### config.mk
export PLATFORM = sky130hd
export DESIGN_NAME = board_draw_sched
export DESIGN_NICKNAME = d
export VERILOG_FILES = /design/src/rtl/tetris_draw_pkg.sv /design/src/rtl/board_draw_sched.sv
export SDC_FILE = /design/constraint.sdc
export NUM_CORES = 1
export LEC_CHECK = 0
export CORE_MARGIN = 4
export CORE_UTILIZATION = 43
export DETAILED_ROUTE_END_ITERATION = 16
export HOLD_SLACK_MARGIN = 0.02
export PLACE_DENSITY = 0.77
export SLEW_MARGIN = 20
export SYNTH_ARGS = -nofsm -noshare
export SYNTH_HDL_FRONTEND = slang
export SYNTH_SLANG_ARGS = --single-unit
### constraint.sdc
create_clock -name clk -period 1.64 [get_ports clk]
set_clock_uncertainty 0.15 [all_clocks]
set_input_delay 0.41 -clock clk [delete_from_list [all_inputs] [get_ports clk]]
set_output_delay 0.41 -clock clk [all_outputs]
set_load 0.01 [all_outputs]
### src/rtl/tetris_draw_pkg.sv
// tetris_draw_pkg: shared playfield geometry, colour type and board-repaint FSM states.
package tetris_draw_pkg;
  localparam int COLS = 10;
  localparam int ROWS = 20;
  localparam int CELL_PITCH = 24;
  typedef logic [2:0] color_t;
  typedef enum logic [2:0] {IDLE, READ, WAIT_RD, ISSUE, WAIT_SQ, DONE} board_draw_state_t;
endpackage

### src/rtl/board_draw_sched.sv
// board_draw_sched: walks the board row-major, issuing one square fill per cell at its pixel origin.
module board_draw_sched #(
  parameter int COLS = tetris_draw_pkg::COLS,
  parameter int ROWS = tetris_draw_pkg::ROWS,
  parameter int CELL_PITCH = tetris_draw_pkg::CELL_PITCH,
  parameter int X0 = 100,
  parameter int Y0 = 10
) (
  input  logic        clk,
  input  logic        reset,
  input  logic        start,
  output logic        busy,
  output logic        done,
  output logic        cell_rd,
  output logic [4:0]  cell_row,
  output logic [3:0]  cell_col,
  input  logic [2:0]  cell_data,
  output logic        sq_start,
  output logic [10:0] sq_refX,
  output logic [10:0] sq_refY,
  output logic [2:0]  sq_color,
  input  logic        sq_done
);
  import tetris_draw_pkg::*;
  localparam logic [4:0] ROW_LAST = 5'(ROWS - 1);
  localparam logic [3:0] COL_LAST = 4'(COLS - 1);
  localparam logic [10:0] PITCH = 11'(CELL_PITCH);
  localparam logic [10:0] X0_C = 11'(X0);
  localparam logic [10:0] Y0_C = 11'(Y0);
  board_draw_state_t state_q, state_d;
  logic [4:0] row_q, row_d;
  logic [3:0] col_q, col_d;
  logic [10:0] x_q, x_d, y_q, y_d;
  color_t color_q, color_d;
  logic last_cell;
  assign last_cell = (row_q == ROW_LAST) && (col_q == COL_LAST);
  always_comb begin
    state_d = state_q;
    row_d = row_q;
    col_d = col_q;
    x_d = x_q;
    y_d = y_q;
    color_d = color_q;
    case (state_q)
      IDLE: begin
        row_d = '0;
        col_d = '0;
        x_d = X0_C;
        y_d = Y0_C;
        state_d = start ? READ : IDLE;
      end
      READ: state_d = WAIT_RD;
      WAIT_RD: begin
        color_d = cell_data;
        state_d = ISSUE;
      end
      ISSUE: state_d = WAIT_SQ;
      WAIT_SQ: if (sq_done) begin
        state_d = last_cell ? DONE : READ;
        // coordinates accumulate rather than multiply; row wrap rewinds x to the left edge
        if (!last_cell) begin
          col_d = (col_q == COL_LAST) ? '0 : col_q + 4'd1;
          row_d = (col_q == COL_LAST) ? row_q + 5'd1 : row_q;
          x_d = (col_q == COL_LAST) ? X0_C : x_q + PITCH;
          y_d = (col_q == COL_LAST) ? y_q + PITCH : y_q;
        end
      end
      DONE: state_d = IDLE;
      default: state_d = IDLE;
    endcase
  end
  always_ff @(posedge clk) begin
    if (reset) begin
      state_q <= IDLE;
      row_q <= '0;
      col_q <= '0;
      x_q <= X0_C;
      y_q <= Y0_C;
      color_q <= '0;
    end else begin
      state_q <= state_d;
      row_q <= row_d;
      col_q <= col_d;
      x_q <= x_d;
      y_q <= y_d;
      color_q <= color_d;
    end
  end
  assign busy = state_q != IDLE;
  assign done = state_q == DONE;
  assign cell_rd = state_q == READ;
  assign sq_start = state_q == ISSUE;
  assign cell_row = row_q;
  assign cell_col = col_q;
  assign sq_refX = x_q;
  assign sq_refY = y_q;
  assign sq_color = color_q;
endmodule

Yosys cells after proc, flatten, opt, wreduce, memory -nomap -nowiden
Index checks and enable logic that the tools add are counted.

Bits in registers: 37. Bits in latches: 0. RAM bits: 0. ROM bits: 0. Input bits: 7. Output and inout bits: 38. Memories: 0.

$add $sub $neg: 4. Multiply operators: 0. Div/mod/pow operators: 0. $lt $le $gt $ge: 0. Equality and inequality tests: 10. Shift-type cells: 0. Mux-type cells: 20. Bitwise logic cells: 0. Reductions and logical operators: 6.

Operators by type and width (number): 11-bit two-way mux (6); 11-bit case mux with 2 select lines (2); 11-bit by 5-bit adder with 11-bit output (second input constant) (2); 5-bit two-way mux (3); 3-bit case mux with 5 select lines (1); 4-bit two-way mux (3); 5-bit case mux with 2 select lines (1); 4-bit case mux with 2 select lines (1); 3-bit by 2-bit == test with 1-bit output (second input constant) (2); 3-bit == test (second input constant) (2); 3-bit two-way mux (2); 2-bit inequality test (second input constant) (3); 5-bit by 1-bit adder with 5-bit output (second input constant) (1); 5-bit == test (second input constant) (1); 4-bit by 1-bit adder with 4-bit output (second input constant) (1); 4-bit == test (second input constant) (1); 4-bit AND reduction (1); 3-bit by 1-bit == test with 1-bit output (second input constant) (1); 3-bit logical NOT (1); 3-bit AND reduction (1); 3-bit nonzero test (1); 2-bit nonzero test (1); 1-bit logical AND (1); 1-bit two-way mux (1).

Depth between registers and ports, before layout
Gate-level depths: netlist (run 1).

Depth in word-level cells: 5. Mapped depth: 8.

Least setup slack after synthesis (run 1)
No wires, ideal clock.

Kind: reg-to-reg. From: register col_q[0] (netlist: cell_col[0]). To: register y_q[8] (netlist: sq_refY[8]). Library setup time: 0.118 ns. Arrival time: 1.638 ns. Data required time: 1.372 ns. Setup slack: -0.266 ns. Stages on the path, launching flop included: 7. Path buffers: 1. Path through: dfxtp_1 > ha_1 > and3b_1 > buf_2 > nand3_1 > or4_1 > o2111a_1.

Word-level cells in the longest chain between the ends: 4. Elaborated cells between the ends (all ways): 5. Those cells by class: eq/ne (3); reduce/logical (2).

Ends and longest elaborated chain: start, declared (RTL line board_draw_sched.sv:32) `logic [3:0] col_q, col_d;`; start signal, assigned (RTL line board_draw_sched.sv:83) `col_q <= col_d;`; 4-bit == test * (RTL line board_draw_sched.sv:36, board_draw_sched.sv:65); 1-bit logical AND (RTL line board_draw_sched.sv:36) `assign last_cell = (row_q == ROW_LAST) && (col_q == COL_LAST);`; 2-bit inequality test (no line); 4-bit AND reduction (no line) *; end signal, assigned (RTL line board_draw_sched.sv:85) `y_q <= y_d;`; end, declared (RTL line board_draw_sched.sv:33) `logic [10:0] x_q, x_d, y_q, y_d;`.

Every way passes the cells marked *; elsewhere a longest branch is shown, timed or not. A chain may end at the register's enable or synchronous reset.

Final worst setup path (run 1)
From: register col_q[1] (netlist: cell_col[1]). To: register y_q[8] (netlist: sq_refY[8]).

Same word-level chain as after synthesis.

==> impl_results.md, run 1 <==
* Hold_sp: sq_refY[1]
* Post-synth EDFFs at 0
* Final Core Density at 81.4%
* Synthesized cell area at around 1700 µm²
* Layout cells sized above 1 at between 40 and 50%
* Setup CP Type: reg2reg
* Clock root buffer: clkbuf_8
* Clock Sinks at 33
* Vias at 1994
* Mapped Cells at just under 200
* Filler cells at 213
* First-pass GRT wire length at between 9 and 10 mm
* Post-synth top flop: dfxtp_1
* Total I/O pin count at between 40 and 50
* Hold Fails Final Rpt at 0
* Reg2reg start: cell_col[1]
* Critical Path AT at about 1.9 ns
* DR pass1 iterations at 4
* CP startpoint kind: flip-flop
* CP Max Fanout at 5
* CTS clock-pin slew for the worst setup and hold paths at 0.07 ns
* Initial DRC Count at around 200
* DP Wirelength at about 3.3 mm
* Outcome: complete, but fails checks
* FF+latch count, synth at 33
* Worst path required time at approximately 1.7 ns
* Standard-cell rows at 22
* Hold-fix buffers, CTS at 0
* Die X-Extent at 71.3 µm
* Async S/R FF share, synth at 0%
* # nets final at about 320
* Drt drc at 0
* # setup viols final at 28
* YS warnings at 0
* Synth-to-layout area growth at 78.1%
* Core Area at about 3800 µm²
* Final Critical Period at between 1.5 and 2 ns
* Power per Cell Area at between 600 and 700 nW/µm²
* Gpl congestion at ~0.8
* Starting Density at between 40% and 50%
* CTS max path bufs at 2
* Seq/Total Area, Yosys at between 30% and 40%
* ANT cells at 0
* Full die area at 5080 µm²
* Die height at about 70 µm
* Vias in the first global route at roughly 1900
* Max Slew Vio Count at 0
* Gr ovfl total at 0
* Initial antenna violation count at 0
* Max IR drop VDD at roughly 0.7 mV
* Final WS setup at -0.183 ns
* Gr usage total at 22.5%
* Commonest non-fill, non-tap cell in the layout: buf_4
* Fmax at 549 MHz
* Leakage power at ~0.0013 µW
* Mapped Avg Cell Area at around 8.9 µm²
* Largest net degree at the start of global routing at 20
* CTS Buf Count at 5
* Tcrit/Tclk final at 111%
* Endpoint class of the critical path: flip-flop
* Unrepaired setup endpoints after global routing: true
* MaxCap Viol Count at 0
* Post-synthesis cell type count at 54
* Worst Setup SP: cell_col[1]
* Failing checks: negative setup slack
* CTS HTree Levels at 2
* Worst skew pair latency at slightly below 0.3 ns
* HP Class: reg2reg
* TritonCTS clock tree: built
* I/O Buffers at 40
* Most frequent cells in the layout: 54 x buf_4, 30 x dlygate4sd2_1, 22 x buf_6, 20 x dfxtp_1
* Post-DRT Antenna Nets at 0
* Final Instance Count excl. Fillers at approximately 350
* Routed len/inst at 18.4 µm
* Placed insts at between 300 and 400
* Drt via density at roughly 5.7
* Final WL at 6.48 mm
==> cell families (layout without fill, tap and decap cells) <==
kind of cell,Yosys count,after routing,share of synthesized area (%)
other,1,4,0.218
multiplexers,7,7,4.14
XOR/XNOR,2,2,1.02
flip-flops,33,33,38.3
AO/OA/AOI/OAI,50,51,19.8
AND/OR/NAND/NOR,72,72,25.6
adder cells (fa/ha/maj),5,5,3.63
buffers and inverters,23,130,7.26
==> routing by layer <==
layer | global-route usage, % | routed length [µm]
met5 | 0 | 0
met4 | 11.9 | 226
met3 | 4.91 | 452
met2 | 37.0 | 3240
met1 | 27.2 | 2560
==> per-stage QoR <==
step           power (µW)  TNS [ns]  setup WS (ns)  hold slack (ns)  instance area [µm²]
2_1_floorplan        1060     -1.06         -0.140            0.332                 1800
3_3_place_gp         1200    -10.55         -0.441            0.274                 2520
3_5_place_dp         1210    -10.95         -0.467            0.281                 2520
4_1_cts              1860    -0.969         -0.120            0.288                 2840
5_1_grt              2030     -4.62         -0.234            0.336                 3070
6_report             1970     -2.91         -0.183            0.296                 3070
==> cell type report <==
type,count,area (µm²),share of cell area [%]
Tap cell,48,60.1,1.96
Clock buffer,8,80.1,2.61
Sequential cell,33,689,22.5
Inverter,8,32.5,1.06
Timing Repair Buffer,114,981,32.0
Multi-Input combinational cell,141,1230,40.0
==> flip-flops by register name, indices dropped and copies added, names as in the netlist <==
signal,count
cell_col,4
sq_refY,9
state_q,3
cell_row,5
sq_refX,9
sq_color,3
==> synthesized netlist by cell type, drive strengths merged, types with 4 or more instances <==
library cell	n	area, µm²
o21ai	14	70.1
nor3	7	40.0
buf	12	83.8
or3	6	37.5
a21oi	11	58.8
dfxtp	33	661
a31oi	4	25.0
nor2	14	55.1
mux2i	6	60.1
nand2	9	33.8
inv	8	30.0
nand3	9	45.0
ha	5	62.6
==> power breakdown <==
| part | leakage (µW) | internal [µW] | switching, µW |
|---|---|---|---|
| Sequential | 0.000273 | 817 | 20.3 |
| Combinational | 0.00102 | 264 | 260 |
| Clock | 0.0000395 | 302 | 302 |
| Total | 0.00133 | 1380 | 582 |
==> worst max-delay path, cell delays in order (launching register included) <==
cell and delay, ns:
dfxtp_4 0.35, inv_2 0.06, ha_4 0.13, and3b_2 0.26, buf_6 0.13, a31oi_4 0.11
nor4_1 0.35, o2111a_1 0.22
==> what timing repair did <==
action                                 4_1_cts  5_1_grt
gates resized for setup                    106       36
gates cloned                                 1        0
pin swaps                                   28       22
endpoints found under the hold margin        0        0
buffers inserted                            12       12
setup endpoints to repair                   59       36
==> path summary, 6_finish.rpt <==
check | to | slack, ns | cells after the start
max | sq_refY[8] | -0.18 | 7
min | sq_refY[1] | 0.30 | 1
max reg2reg | sq_refY[8] | -0.18 | 7
min reg2reg | sq_refY[1] | 0.30 | 1
(Power assumes the default switching activity.)
==> inputs of run 2 (changes only) <==
- PLACE_DENSITY: 0.77 -> 0.75
==> run 2 against run 1 <==
Effect of this change: the flow still finishes with violations (negative setup slack); global-route usage down 1.4 points; clock power up 6.5%; first-iteration DRC count down 60%; maximum frequency up 1.9%; non-clock buffer count down 14; sequential power down 0.8%; sequential cell count unchanged; total power up 0.22%; register-to-register slack better by 0.03 ns; critical endpoint unchanged; largest power group unchanged; highest routed layer unchanged.
==> impl_results.md, run 2 (same netlist as run 1, synthesis figures left out) <==
* Synth-to-layout area growth at 70.1%
* Full die area at a little over 5000 µm²
* Seq pwr share at between 40% and 50%
* CP Max Fanout at 6
* CTS Buf Count at 5
* Worst skew pair latency at roughly 0.30 ns
* Design Area, Final at between 2000 and 3000 µm²
* Power per Cell Area at 672 nW/µm²
* DR pass1 iterations at 4
* Max IR drop VDD at a little over 0.5 mV
* Gpl congestion at between 0.8 and 0.9
* Max Slew Vio Count at 0
* Worst path slowest cell: or4_4
* Sw Ratio at between 20 and 30%
* Total I/O pin count at between 40 and 50
* Hold Fails Final Rpt at 0
* Die X-Extent at slightly above 70 µm
* Standard-cell rows at 22
* Final WS setup at -0.148 ns
* Final Critical Period at between 1.5 and 2 ns
* Worst path required time at around 1.7 ns
* Final Core Density at 77.7%
* HP Class: reg2reg
* Fmax at ~560 MHz
* P_sw at 558 µW
* Clock root buffer: clkbuf_8
* Hold-fix buffers, CTS at 0
* P_int at 1410 µW
* Pre-CTS WS at -0.485 ns
* Core Area at about 3800 µm²
* Drt drc at 0
* Vias in the first global route at ~1800
* Logic pwr share at approximately a quarter
* Gr usage total at between 20% and 30%
* Layout cells sized above 1 at approximately 47%
* CTS clock-pin slew for the worst setup and hold paths at 0.07 ns
* DP Wirelength at 3.21 mm
* Final WL at 5.38 mm
* TritonCTS clock tree: built
* Leakage power at around 0.0012 µW
* Vias at around 1900
* First-pass GRT wire length at 8.40 mm
* Clock power frac at approximately a third
* Critical Path AT at ~1.8 ns
* Slew margin rel. at between 60% and 70%
* Area after DPL at approximately 2500 µm²
* # nets final at about 300
* MaxCap Viol Count at 0
* I/O Buffers at 40
* Initial DRC Count at 79
* Routed len/inst at 15.9 µm
* Gr ovfl total at 0
* Drt via density at ~5.5
* Largest net degree at the start of global routing at 20
* CTS HTree Levels at 2
* CTS max path bufs at 2
* Tcrit/Tclk final at 109%
* Failing checks: negative setup slack
* Unrepaired setup endpoints after global routing: true
* Starting Density at between 40% and 50%
* Most frequent cells in the layout: 46 x buf_4, 27 x dlygate4sd2_1, 19 x dfxtp_1, 14 x buf_6, 10 x o21ai_0
* Post-DRT Antenna Nets at 0
* Initial antenna violation count at 0
* # setup viols final at 28
* CP startpoint kind: flip-flop
* Outcome: complete, but fails checks
* Crit-path cells: inv_2, ha_4, and3b_2, nand3_2, or4_4, o2111a_1
* Worst slew pin tran at between 0.5 and 0.6 ns
* ANT cells at 0
* Setup CP Type: reg2reg
* Die height at slightly above 70 µm
* Clock Sinks at 33
* Commonest non-fill, non-tap cell in the layout: buf_4
* Endpoint class of the critical path: flip-flop
* CP max stage delay at ~0.51 ns
## run 2: cell types whose count changed in the layout (fill, tap and decap cells not counted), moves of 3 or more
cell	previous run	this run
nand2_2	1	4
buf_4	54	46
clkdlybuf4s15_1	1	4
dlygate4sd2_1	30	27
buf_6	22	14
nand2_1	8	5
## run 2: per-layer routing
layer | up-vias | track usage [%] | part of all wire [%]
li1 | 906 | - | -
met1 | 899 | 25.6 | 41
met2 | 53 | 35.0 | 51
met3 | 10 | 6.45 | 5.5
met4 | 0 | 7.93 | 2.5
met5 | - | 0 | 0
## run 2: worst paths after layout
check	startpoint	endpoint	slack, ns	cells past startpoint
setup reg to reg	cell_col[1]	sq_refY[8]	-0.15	6
hold reg to reg	sq_refX[2]	sq_refX[2]	0.29	1
hold / removal	sq_refX[2]	sq_refX[2]	0.29	1
setup / recovery	cell_col[1]	sq_refY[8]	-0.15	6
## run 2: critical path: cells and delay by family (launching register included)
kind                       cells  cell delay, ns
AOI/OAI and AO/OA              1            0.14
adders and majority gates      1            0.13
buffers and inverters          1            0.05
DFF                            1            0.34
and+or+nand+nor                3            0.86
## run 2: repair_timing
item,CTS,global route
pin swaps,27,19
setup endpoints to repair,60,34
setup buffers,7,5
cloned,1,0
resized for setup,100,32
## run 2: power by group through the flow
stage,clock [µW],sequential (µW),combinational (µW)
6_report,642,831,496
5_1_grt,686,833,531
4_1_cts,650,831,445
3_5_place_dp,0,852,367
3_3_place_gp,0,851,360
2_1_floorplan,0,854,208
## run 2: through the flow
step / TNS, ns / std cells / power (µW) / hold WS, ns
floorplan: -1.06 / 196 / 1060 / 0.332
global placement: -10.24 / 318 / 1210 / 0.276
detailed placement: -10.82 / 318 / 1220 / 0.279
CTS: -1.51 / 333 / 1930 / 0.292
global route: -3.64 / 338 / 2050 / 0.323
finish: -2.00 / 338 / 1970 / 0.292
## run 2: cell type report
cell class	count	area, µm²
Timing Repair Buffer	100	851
Sequential cell	33	691
Fill cell	247	841
Multi-Input combinational cell	141	1210
Tap cell	48	60.1
Clock buffer	8	90.1
Inverter	8	30.0
